--- config.mk ---
export PLATFORM = sky130hd
export DESIGN_NAME = unidade_controle_flat
export DESIGN_NICKNAME = d
export VERILOG_FILES = /design/src/rtl/unidade_controle_pkg.sv /design/src/rtl/unidade_controle_if.sv /design/src/rtl/unidade_controle_decodificador.sv /design/src/rtl/unidade_controle.sv /design/src/flat_wrapper.sv
export SDC_FILE = /design/constraint.sdc
export NUM_CORES = 1
export LEC_CHECK = 0
export ABC_AREA = 1
export CORE_ASPECT_RATIO = 1.2
export CORE_MARGIN = 2
export CORE_UTILIZATION = 49
export DETAILED_ROUTE_END_ITERATION = 16
export GPL_TIMING_DRIVEN = 1
export MAX_ROUTING_LAYER = met4
export PLACE_DENSITY = 0.89
export SKIP_CTS_REPAIR_TIMING = 1
export SLEW_MARGIN = 20
export SYNTH_ARGS = -nofsm -noshare
export SYNTH_HDL_FRONTEND = slang
export SYNTH_SLANG_ARGS = --single-unit
--- constraint.sdc ---
create_clock -name clk -period 3.6 [get_ports clk]
set_input_delay 0.36 -clock clk [delete_from_list [all_inputs] [get_ports clk]]
set_output_delay 0.36 -clock clk [all_outputs]
set_load 0.03 [all_outputs]
--- src/rtl/unidade_controle_pkg.sv ---
// Shared definitions for the control unit: opcodes, FSM states and the
// instruction field layout used by the decoder.
package pkg_controle;

   localparam logic [4:0] OP_JMP  = 5'h1C;
   localparam logic [4:0] OP_JZ   = 5'h1D;
   localparam logic [4:0] OP_NOP  = 5'h1E;
   localparam logic [4:0] OP_HALT = 5'h1F;

   localparam int OPC_MSB = 15;
   localparam int OPC_LSB = 11;
   localparam int DST_MSB = 10;
   localparam int DST_LSB = 9;
   localparam int SA_MSB  = 8;
   localparam int SA_LSB  = 7;
   localparam int SB_MSB  = 6;
   localparam int SB_LSB  = 5;
   localparam int TGT_MSB = 7;
   localparam int TGT_LSB = 0;

   typedef enum logic [2:0] {
      ST_INIT   = 3'd0,
      ST_FETCH  = 3'd1,
      ST_DECODE = 3'd2,
      ST_EXEC   = 3'd3,
      ST_HALT   = 3'd4
   } estado_t;

   typedef struct packed {
      logic       is_alu;
      logic       is_jmp;
      logic       is_jz;
      logic       is_nop;
      logic       is_halt;
      logic [1:0] sel_sa;
      logic [1:0] sel_sb;
      logic [1:0] sel_sc;
      logic [4:0] op;
      logic [7:0] alvo;
   } decod_t;

endpackage

--- src/rtl/unidade_controle_if.sv ---
// Instruction-memory fetch bus: the controller drives address/request,
// memory answers with ack and the instruction word in the same cycle.
interface unidade_controle_if #(
   parameter int bits_palavra = 16,
   parameter int bits_pc      = 8
) ();

   logic [bits_pc-1:0]      mem_addr;
   logic                    mem_req;
   logic                    mem_ack;
   logic [bits_palavra-1:0] mem_data;

   modport master (
      output mem_addr,
      output mem_req,
      input  mem_ack,
      input  mem_data
   );

   modport slave (
      input  mem_addr,
      input  mem_req,
      output mem_ack,
      output mem_data
   );

endinterface

--- src/rtl/unidade_controle_decodificador.sv ---
// Purely combinational instruction decoder: splits the IR into its fields
// and classifies the opcode (ALU range vs. the four control opcodes).
module decodificador
   import pkg_controle::*;
(
   input  logic [15:0] ir_i,
   output decod_t      dec_o
);

   logic [4:0] opc;

   assign opc = ir_i[OPC_MSB:OPC_LSB];

   always_comb begin
      dec_o         = '0;
      dec_o.op      = opc;
      dec_o.sel_sc  = ir_i[DST_MSB:DST_LSB];
      dec_o.sel_sa  = ir_i[SA_MSB:SA_LSB];
      dec_o.sel_sb  = ir_i[SB_MSB:SB_LSB];
      dec_o.alvo    = ir_i[TGT_MSB:TGT_LSB];
      dec_o.is_alu  = (opc < OP_JMP);
      dec_o.is_jmp  = (opc == OP_JMP);
      dec_o.is_jz   = (opc == OP_JZ);
      dec_o.is_nop  = (opc == OP_NOP);
      dec_o.is_halt = (opc == OP_HALT);
   end

endmodule

--- src/rtl/unidade_controle.sv ---
// Multi-cycle control unit: fetches over the req/ack bus, decodes and drives
// the datapath controls, sequences the PC and stops on HALT.
//
// state  | meaning
// INIT   | one cycle after reset; datapath resets still asserted
// FETCH  | mem_req high at PC, waiting for mem_ack to load IR
// DECODE | IR fields on the datapath; jumps/NOP resolve the PC here
// EXEC   | single write-enable pulse for an ALU op, then PC+1
// HALT   | frozen until reset
module unidade_controle
   import pkg_controle::*;
#(
   parameter int bits_palavra  = 16,
   parameter int end_registros = 2,
   parameter int bits_pc       = 8
) (
   input  logic                     clk,
   input  logic                     reset,
   unidade_controle_if.master       mem,
   input  logic                     flag_Z,
   output logic                     Hab_Escrita,
   output logic [end_registros-1:0] Sel_SA,
   output logic [end_registros-1:0] Sel_SB,
   output logic [end_registros-1:0] Sel_SC,
   output logic [4:0]               controleOperacao,
   output logic                     reset_Ban_Registros,
   output logic                     reset_Flags,
   output logic                     halted,
   output logic [bits_pc-1:0]       pc
);

   estado_t                 estado_q, estado_d;
   logic [bits_pc-1:0]      pc_q, pc_d;
   logic [bits_palavra-1:0] ir_q, ir_d;
   logic [bits_pc-1:0]      pc_mais_um;
   logic                    mem_req_w;
   decod_t                  dec;

   decodificador u_decod (
      .ir_i  (ir_q[15:0]),
      .dec_o (dec)
   );

   assign pc_mais_um   = pc_q + bits_pc'(1);
   assign pc           = reset ? '0 : pc_q;
   assign mem.mem_addr = reset ? '0 : pc_q;
   assign mem.mem_req  = mem_req_w;

   always_ff @(posedge clk) begin
      if (reset) begin
         estado_q <= ST_INIT;
         pc_q     <= '0;
         ir_q     <= '0;
      end else begin
         estado_q <= estado_d;
         pc_q     <= pc_d;
         ir_q     <= ir_d;
      end
   end

   always_comb begin
      estado_d            = estado_q;
      pc_d                = pc_q;
      ir_d                = ir_q;
      mem_req_w           = 1'b0;
      Hab_Escrita         = 1'b0;
      Sel_SA              = '0;
      Sel_SB              = '0;
      Sel_SC              = '0;
      controleOperacao    = '0;
      reset_Ban_Registros = 1'b0;
      reset_Flags         = 1'b0;
      halted              = 1'b0;

      case (estado_q)
         ST_INIT: begin
            reset_Ban_Registros = 1'b1;
            reset_Flags         = 1'b1;
            estado_d            = ST_FETCH;
         end
         ST_FETCH: begin
            mem_req_w = 1'b1;
            if (mem.mem_ack) begin
               ir_d     = mem.mem_data;
               estado_d = ST_DECODE;
            end
         end
         ST_DECODE: begin
            Sel_SA           = end_registros'(dec.sel_sa);
            Sel_SB           = end_registros'(dec.sel_sb);
            Sel_SC           = end_registros'(dec.sel_sc);
            controleOperacao = dec.op;
            if (dec.is_alu) begin
               estado_d = ST_EXEC;
            end else if (dec.is_jmp) begin
               pc_d     = bits_pc'(dec.alvo);
               estado_d = ST_FETCH;
            end else if (dec.is_jz) begin
               // flag_Z already holds the result of the last EXEC
               pc_d     = flag_Z ? bits_pc'(dec.alvo) : pc_mais_um;
               estado_d = ST_FETCH;
            end else if (dec.is_nop) begin
               pc_d     = pc_mais_um;
               estado_d = ST_FETCH;
            end else if (dec.is_halt) begin
               estado_d = ST_HALT;
            end
         end
         ST_EXEC: begin
            Sel_SA           = end_registros'(dec.sel_sa);
            Sel_SB           = end_registros'(dec.sel_sb);
            Sel_SC           = end_registros'(dec.sel_sc);
            controleOperacao = dec.op;
            Hab_Escrita      = 1'b1;
            pc_d             = pc_mais_um;
            estado_d         = ST_FETCH;
         end
         ST_HALT: begin
            halted = 1'b1;
         end
         default: begin
            estado_d = ST_INIT;
         end
      endcase

      // Reset wins immediately so a pending request drops in the reset cycle
      if (reset) begin
         mem_req_w           = 1'b0;
         Hab_Escrita         = 1'b0;
         Sel_SA              = '0;
         Sel_SB              = '0;
         Sel_SC              = '0;
         controleOperacao    = '0;
         halted              = 1'b0;
         reset_Ban_Registros = 1'b1;
         reset_Flags         = 1'b1;
      end
   end

endmodule

--- src/flat_wrapper.sv ---
// flat-port wrapper written by rule: the top's interface ports become plain ports
module unidade_controle_flat import pkg_controle::*;
#(
   parameter int bits_palavra  = 16,
   parameter int end_registros = 2,
   parameter int bits_pc       = 8
)
  (clk, reset, flag_Z, Hab_Escrita, Sel_SA, Sel_SB, Sel_SC, controleOperacao, reset_Ban_Registros, reset_Flags, halted, pc, mem_mem_addr, mem_mem_req, mem_mem_ack, mem_mem_data);
  unidade_controle_if #(.bits_palavra(bits_palavra), .bits_pc(bits_pc)) mem_i ();
  input  logic clk;
  input  logic reset;
  input  logic flag_Z;
  output logic Hab_Escrita;
  output logic [end_registros-1:0] Sel_SA;
  output logic [end_registros-1:0] Sel_SB;
  output logic [end_registros-1:0] Sel_SC;
  output logic [4:0] controleOperacao;
  output logic reset_Ban_Registros;
  output logic reset_Flags;
  output logic halted;
  output logic [bits_pc-1:0] pc;
  output wire logic [$bits(mem_i.mem_addr)-1:0] mem_mem_addr;
  output wire logic [$bits(mem_i.mem_req)-1:0] mem_mem_req;
  input wire logic [$bits(mem_i.mem_ack)-1:0] mem_mem_ack;
  input wire logic [$bits(mem_i.mem_data)-1:0] mem_mem_data;
  assign mem_mem_addr = mem_i.mem_addr;
  assign mem_mem_req = mem_i.mem_req;
  assign mem_i.mem_ack = mem_mem_ack;
  assign mem_i.mem_data = mem_mem_data;
  unidade_controle #(.bits_palavra(bits_palavra), .end_registros(end_registros), .bits_pc(bits_pc)) u_core (.clk(clk), .reset(reset), .mem(mem_i), .flag_Z(flag_Z), .Hab_Escrita(Hab_Escrita), .Sel_SA(Sel_SA), .Sel_SB(Sel_SB), .Sel_SC(Sel_SC), .controleOperacao(controleOperacao), .reset_Ban_Registros(reset_Ban_Registros), .reset_Flags(reset_Flags), .halted(halted), .pc(pc));
endmodule
==> results of run 1 <==
-- metal layers --
metal / track usage / vias to the layer above / share of wire
li1: - / 833 / -
met1: 0.221 / 713 / 0.43
met2: 0.396 / 52 / 0.52
met3: 0.0215 / 4 / 0.038
met4: 0.0823 / 0 / 0.0076
met5: - / - / 0
-- cell usage after synthesis (all sizes together) --
library cell | count | share of area
a21oi | 8 | 0.026
buf | 16 | 0.086
clkbuf | 2 | 0.0048
dfxtp | 27 | 0.35
ha | 1 | 0.0080
inv | 28 | 0.070
nand2 | 54 | 0.13
nand3 | 16 | 0.065
nand4 | 1 | 0.0040
nor2 | 68 | 0.17
nor3 | 4 | 0.013
o21ai | 21 | 0.067
xor2 | 1 | 0.0056
-- worst min-delay path by stage --
stage,startpoint,end
after floorplan,u_core.ir_q[15],u_core.ir_q[15]
after global placement,u_core.ir_q[15],u_core.ir_q[15]
after detailed placement,u_core.ir_q[15],u_core.ir_q[15]
after CTS,u_core.ir_q[5],u_core.ir_q[5]
after global routing,u_core.ir_q[5],u_core.ir_q[5]
final,u_core.ir_q[15],u_core.ir_q[15]
-- kinds of logic after synthesis --
family          Yosys count  share of synthesized area
compound gates           29                     0.0927
flops                    27                      0.345
fa+ha+maj                 1                    0.00799
simple gates            143                      0.387
xor+xnor                  1                    0.00559
buf+inv                  46                      0.161
-- power by group --
| group | switching (W) | total (W) | internal (W) |
|---|---|---|---|
| clock network | 0.0000946 | 0.000136 | 0.0000418 |
| logic | 0.000111 | 0.000187 | 0.0000756 |
| registers | 0.0000271 | 0.000355 | 0.000327 |
-- sequential cells by signal, indices dropped and copies added (netlist names) --
signal and cells:
u_core.ir_q 16, u_core.pc_q 8, u_core.estado_q 3
-- stage by stage --
stage               std cells  setup WS, ns  utilization  instance area [um^2]  total power, W
floorplan                 247          1.61            -                  1570        0.000496
global placement          318          1.14        0.653                  1990        0.000542
detailed placement        318          1.13        0.653                  1990        0.000548
CTS                       322          1.11        0.662                  2020        0.000679
global route              322          1.02        0.662                  2020        0.000720
finish                    322          1.12        0.662                  2020        0.000678
-- cell type report --
type                            instances  area [um^2]  share of cell area
Inverter                               28          110              0.0545
Tap cell                               36         45.0              0.0223
Clock inverter                          1         5.00             0.00248
Multi-Input combinational cell        174          773               0.382
Clock buffer                            3         22.5              0.0111
Timing Repair Buffer                   53          526               0.260
Sequential cell                        27          541               0.267
-- worst reg2reg max path, delay by kind of cell (launching register included) --
family / cells / cell delay (ns)
and+or+nand+nor: 5 / 0.85
DFF: 1 / 0.61
buffers and inverters: 2 / 0.30
==> run metrics, run 1 <==
final hold vios 0; total core area 3060 um^2; PD cells 335 nW/um^2; CP max stage delay 0.71 ns; most common cell after layout, fill and taps aside nor2_1; die area 3670 um^2; Worst VDD drop 220 uV; Largest delay share family, worst path buffers and inverters; Hold Path Cell Cnt 2; Cell Chain, Critical Path clkdlybuf4s50_1 > buf_4 > inv_1 > buf_4 > o21ai_0 > clkdlybuf4s50_1; # port buffers 51; hpwl dp 2710 um; Clock Sinks 27; syn nets 268; drt pass-1 iters 4; drt wl/cell 11.0 um; Synth Warn # 0; Slew Viols, Final 0; Setup CP Type primary input to output port; Initial Utilization 0.513; nets 308; Clock Skews 0.00844 ns; final setup violation count 0; RSZ-0062 raised after global routing no; H-Tree Depth 1; initial antenna violation count 0; # rows 22; critical path startpoint category primary input; post-synthesis sequential area ratio 0.345; WHS 0.488 ns; vias in the first global route 1,492; Worst Tran Pin Value 0.648 ns; max frequency 403 MHz; CTS root buffer clkbuf_4; Worst Setup EP reset_Ban_Registros; share of cells above drive strength 1 0.0629; Data arrival, critical path 2.12 ns; Total Routed Length 3540 um; leak pwr 0.873 nW; fin crit share 0.690; Min Clock Period, post-route 2.48 ns; distinct cell type count after synthesis 23; instance count on the critical path 6; Worst R2R Path Depth 7; vias post-DR 1,602; WP data required 3.24 ns; # DRC 0; Slowest cell on crit path clkdlybuf4s50_1; RePlAce Congestion 0.925; GR Overflow Total 0; Critical Path End Type output port; Slew HR 0.567; Area Growth Syn to Fin 29.1%; number of max-cap violations 0; status finished, final reports clean; CP Launch Point reset; Die Wd 55.6 um; setup_tns 0 ns; vias per std cell 4.98; Skew-Pair Late Insertion Delay 0.33 ns; cell count after synthesis 247; antenna viol nets, final 0; clock tree buffer depth 2; Avg Cell Area, Syn 6.34 um^2; I/O pin total 52; DR iter-0 viols 34; Seq cells post-synth 27; Netlist Area Pre-Place 1570 um^2; flop2flop setup slack 1.77 ns; Min-Delay Path Class flop to flop; first-pass GRT wire length 6070 um; WP buf/inv 5; R2R Path End u_core.ir_q[9]; Die H 65.9 um; Fill cells 258; Worst Path Max Fanout 19; Total GRT Usage 0.208; largest net degree at the start of global routing 21; CTS Buf Count 3; Crit Reg-Reg Startpoint u_core.estado_q[1]; CTS tree built; clk slew on worst S/H paths 0.15 ns; most frequent cells in the layout nor2_1, nand2_1, clkdlybuf4s50_1, dfxtp_1, inv_1; Diodes inserted 0
Power figures use the tool's default switching activity.
==> inputs of run 2 (changes only) <==
CORE_UTILIZATION = 45   (was 49)
PLACE_DENSITY = 0.83   (was 0.89)
clock period = 2.3 ns   (was 3.6 ns; I/O delays follow)
==> run metrics, run 2 (synthesis results as in run 1) <==
share of cells above drive strength 1 0.105 (was 0.0629); Slowest cell on crit path clkdlybuf4s50_1 (unchanged); number of max-cap violations 0 (unchanged); first-pass GRT wire length 5960 um (was 6070 um); PD cells 556 nW/um^2 (was 335 nW/um^2); fin crit share 0.944; RePlAce Congestion 0.894 (was 0.925); Reg area 541 um^2 (unchanged); Die H 68.6 um (was 65.9 um); largest net degree at the start of global routing 18 (was 21); clk slew on worst S/H paths 0.10 ns (was 0.15 ns); drt wl/cell 10.7 um (was 11.0 um); final hold vios 0 (unchanged); Post-DP Area 1980 um^2 (was 1990 um^2); Sw Share 0.331 (was 0.344); Worst Path Max Fanout 11 (was 19); Slew Viols, Final 0 (unchanged); # port buffers 51 (unchanged); max reg flops 16 (unchanged); die area 3970 um^2 (was 3670 um^2); CP max stage delay 0.70 ns (was 0.71 ns); Die Wd 57.9 um (was 55.6 um); hpwl dp 2580 um (was 2710 um); # DRC 0 (unchanged); CTS tree built (unchanged); Min-Delay Path Class flop to flop (unchanged); Slew HR 0.715 (was 0.567); vias in the first global route 1,455 (was 1,492); setup_tns 0 ns (unchanged); Seq pwr share 0.492 (was 0.523); final setup violation count 0 (unchanged); critical path startpoint category flop (was primary input); WP data required 2.07 ns (was 3.24 ns); Post-Layout Inst Area 2020 um^2 (about the same); Area Growth Syn to Fin 29.2% (was 29.1%); largest register by flop count u_core.ir_q (unchanged); RSZ-0062 raised after global routing no (unchanged); vias post-DR 1,628 (was 1,602); drt pass-1 iters 4 (unchanged); Initial Utilization 0.469 (was 0.513); initial antenna violation count 0 (unchanged); Setup CP Type flop to output port (was primary input to output port); H-Tree Depth 1 (unchanged); Worst VDD drop 357 uV (was 220 uV); Skew-Pair Late Insertion Delay 0.27 ns (was 0.33 ns); Diodes inserted 0 (unchanged); Regs by FF count u_core.ir_q x16, u_core.pc_q x8, u_core.estado_q x3 (unchanged); multi-input logic area 773 um^2 (unchanged); Fill cells 328 (was 258); Worst Tran Pin Value 0.426 ns (was 0.648 ns); Clock power frac 0.249 (was 0.201); total core area 3340 um^2 (was 3060 um^2); # rows 23 (was 22); Clock Skews 0.00350 ns (was 0.00844 ns); Data arrival, critical path 1.94 ns (was 2.12 ns); Cell Int Power 0.000752 W (was 0.000445 W); most common cell after layout, fill and taps aside nor2_1 (unchanged); most frequent cells in the layout nor2_1, nand2_1, clkdlybuf4s50_1, dfxtp_1, inv_1 (unchanged); DR iter-0 viols 49 (was 34); CTS root buffer clkbuf_8 (was clkbuf_4); Total GRT Usage 0.195 (was 0.208); Switch Pwr 0.000373 W (was 0.000233 W); I/O pin total 52 (unchanged); GR Overflow Total 0 (unchanged); Min Clock Period, post-route 2.17 ns; CTS Buf Count 3 (unchanged); max frequency 460 MHz; leak pwr 0.900 nW (was 0.873 nW); Cell Chain, Critical Path nand2_2 > nor3_1 > clkdlybuf4s50_1 (was clkdlybuf4s50_1 > buf_4 > inv_1 > buf_4 > o21ai_0 > clkdlybuf4s50_1); status finished, final reports clean (unchanged); Clock Sinks 27 (unchanged); Logic pwr share 0.259 (was 0.276); nets 309 (was 308); Critical Path End Type output port (unchanged); vias per std cell 5.02 (was 4.98); clock tree buffer depth 2 (unchanged); antenna viol nets, final 0 (unchanged); Total Routed Length 3460 um (was 3540 um)
[run 2: changes by cell type in the layout (fill, tap and decap cells not counted)]
cell	delta
buf_4	+12
clkbuf_4	-3
clkbuf_8	+3
clkdlybuf4s50_1	-11
clkinv_2	-1
clkinvlp_4	+1
[run 2: worst paths after layout]
path	from	to	slack, ns	depth (start not counted)
max	u_core.estado_q[1]	controleOperacao[4]	0.13	3
min	u_core.ir_q[15]	u_core.ir_q[15]	0.48	2
max reg2reg	u_core.estado_q[1]	u_core.ir_q[3]	0.64	8
min reg2reg	u_core.ir_q[15]	u_core.ir_q[15]	0.48	2
[run 2: per-stage QoR]
stage | setup WS, ns | instances | total power (W) | hold slack (ns) | util
final | 0.128 | 324 | 0.00112 | 0.478 | 0.606
after global routing | 0.0263 | 324 | 0.00119 | 0.511 | 0.606
after CTS | 0.141 | 324 | 0.00113 | 0.479 | 0.606
after detailed placement | 0.316 | 320 | 0.000853 | 0.464 | 0.592
after global placement | 0.330 | 320 | 0.000848 | 0.460 | 0.592
after floorplan | 0.541 | 247 | 0.000776 | 0.393 | -
[run 2: critical path, delay by kind of cell (launching register included)]
kind                   cells  cell delay (ns)
buffers and inverters      1             0.70
flip-flops                 1             0.59
AND/OR/NAND/NOR            2             0.37
[run 2: final cells by class]
class                      count  area share
tap                           37      0.0229
sequential                    27       0.267
inverter                      28      0.0544
multi-input combinational    174       0.382
timing repair buffer          54       0.250
clock inverter                 1     0.00371
clock buffer                   3      0.0204
[run 2: power groups by stage]
stage	logic (W)	clock network, W	registers, W
6_report	0.000291	0.000280	0.000554
5_1_grt	0.000329	0.000299	0.000560
4_1_cts	0.000292	0.000284	0.000552
3_5_place_dp	0.000290	0	0.000563
3_3_place_gp	0.000286	0	0.000562
2_1_floorplan	0.000229	0	0.000548
[run 2: per-layer routing]
| layer | share of wire | track usage | wire, um | vias to the layer above |
|---|---|---|---|---|
| met2 | 0.49 | 0.335 | 1700 | 60 |
| li1 | - | - | - | 833 |
| met1 | 0.44 | 0.231 | 1540 | 731 |
| met4 | 0.0058 | 0.0814 | 20 | 0 |
| met5 | 0 | - | 0 | - |
| met3 | 0.061 | 0.0224 | 210 | 4 |
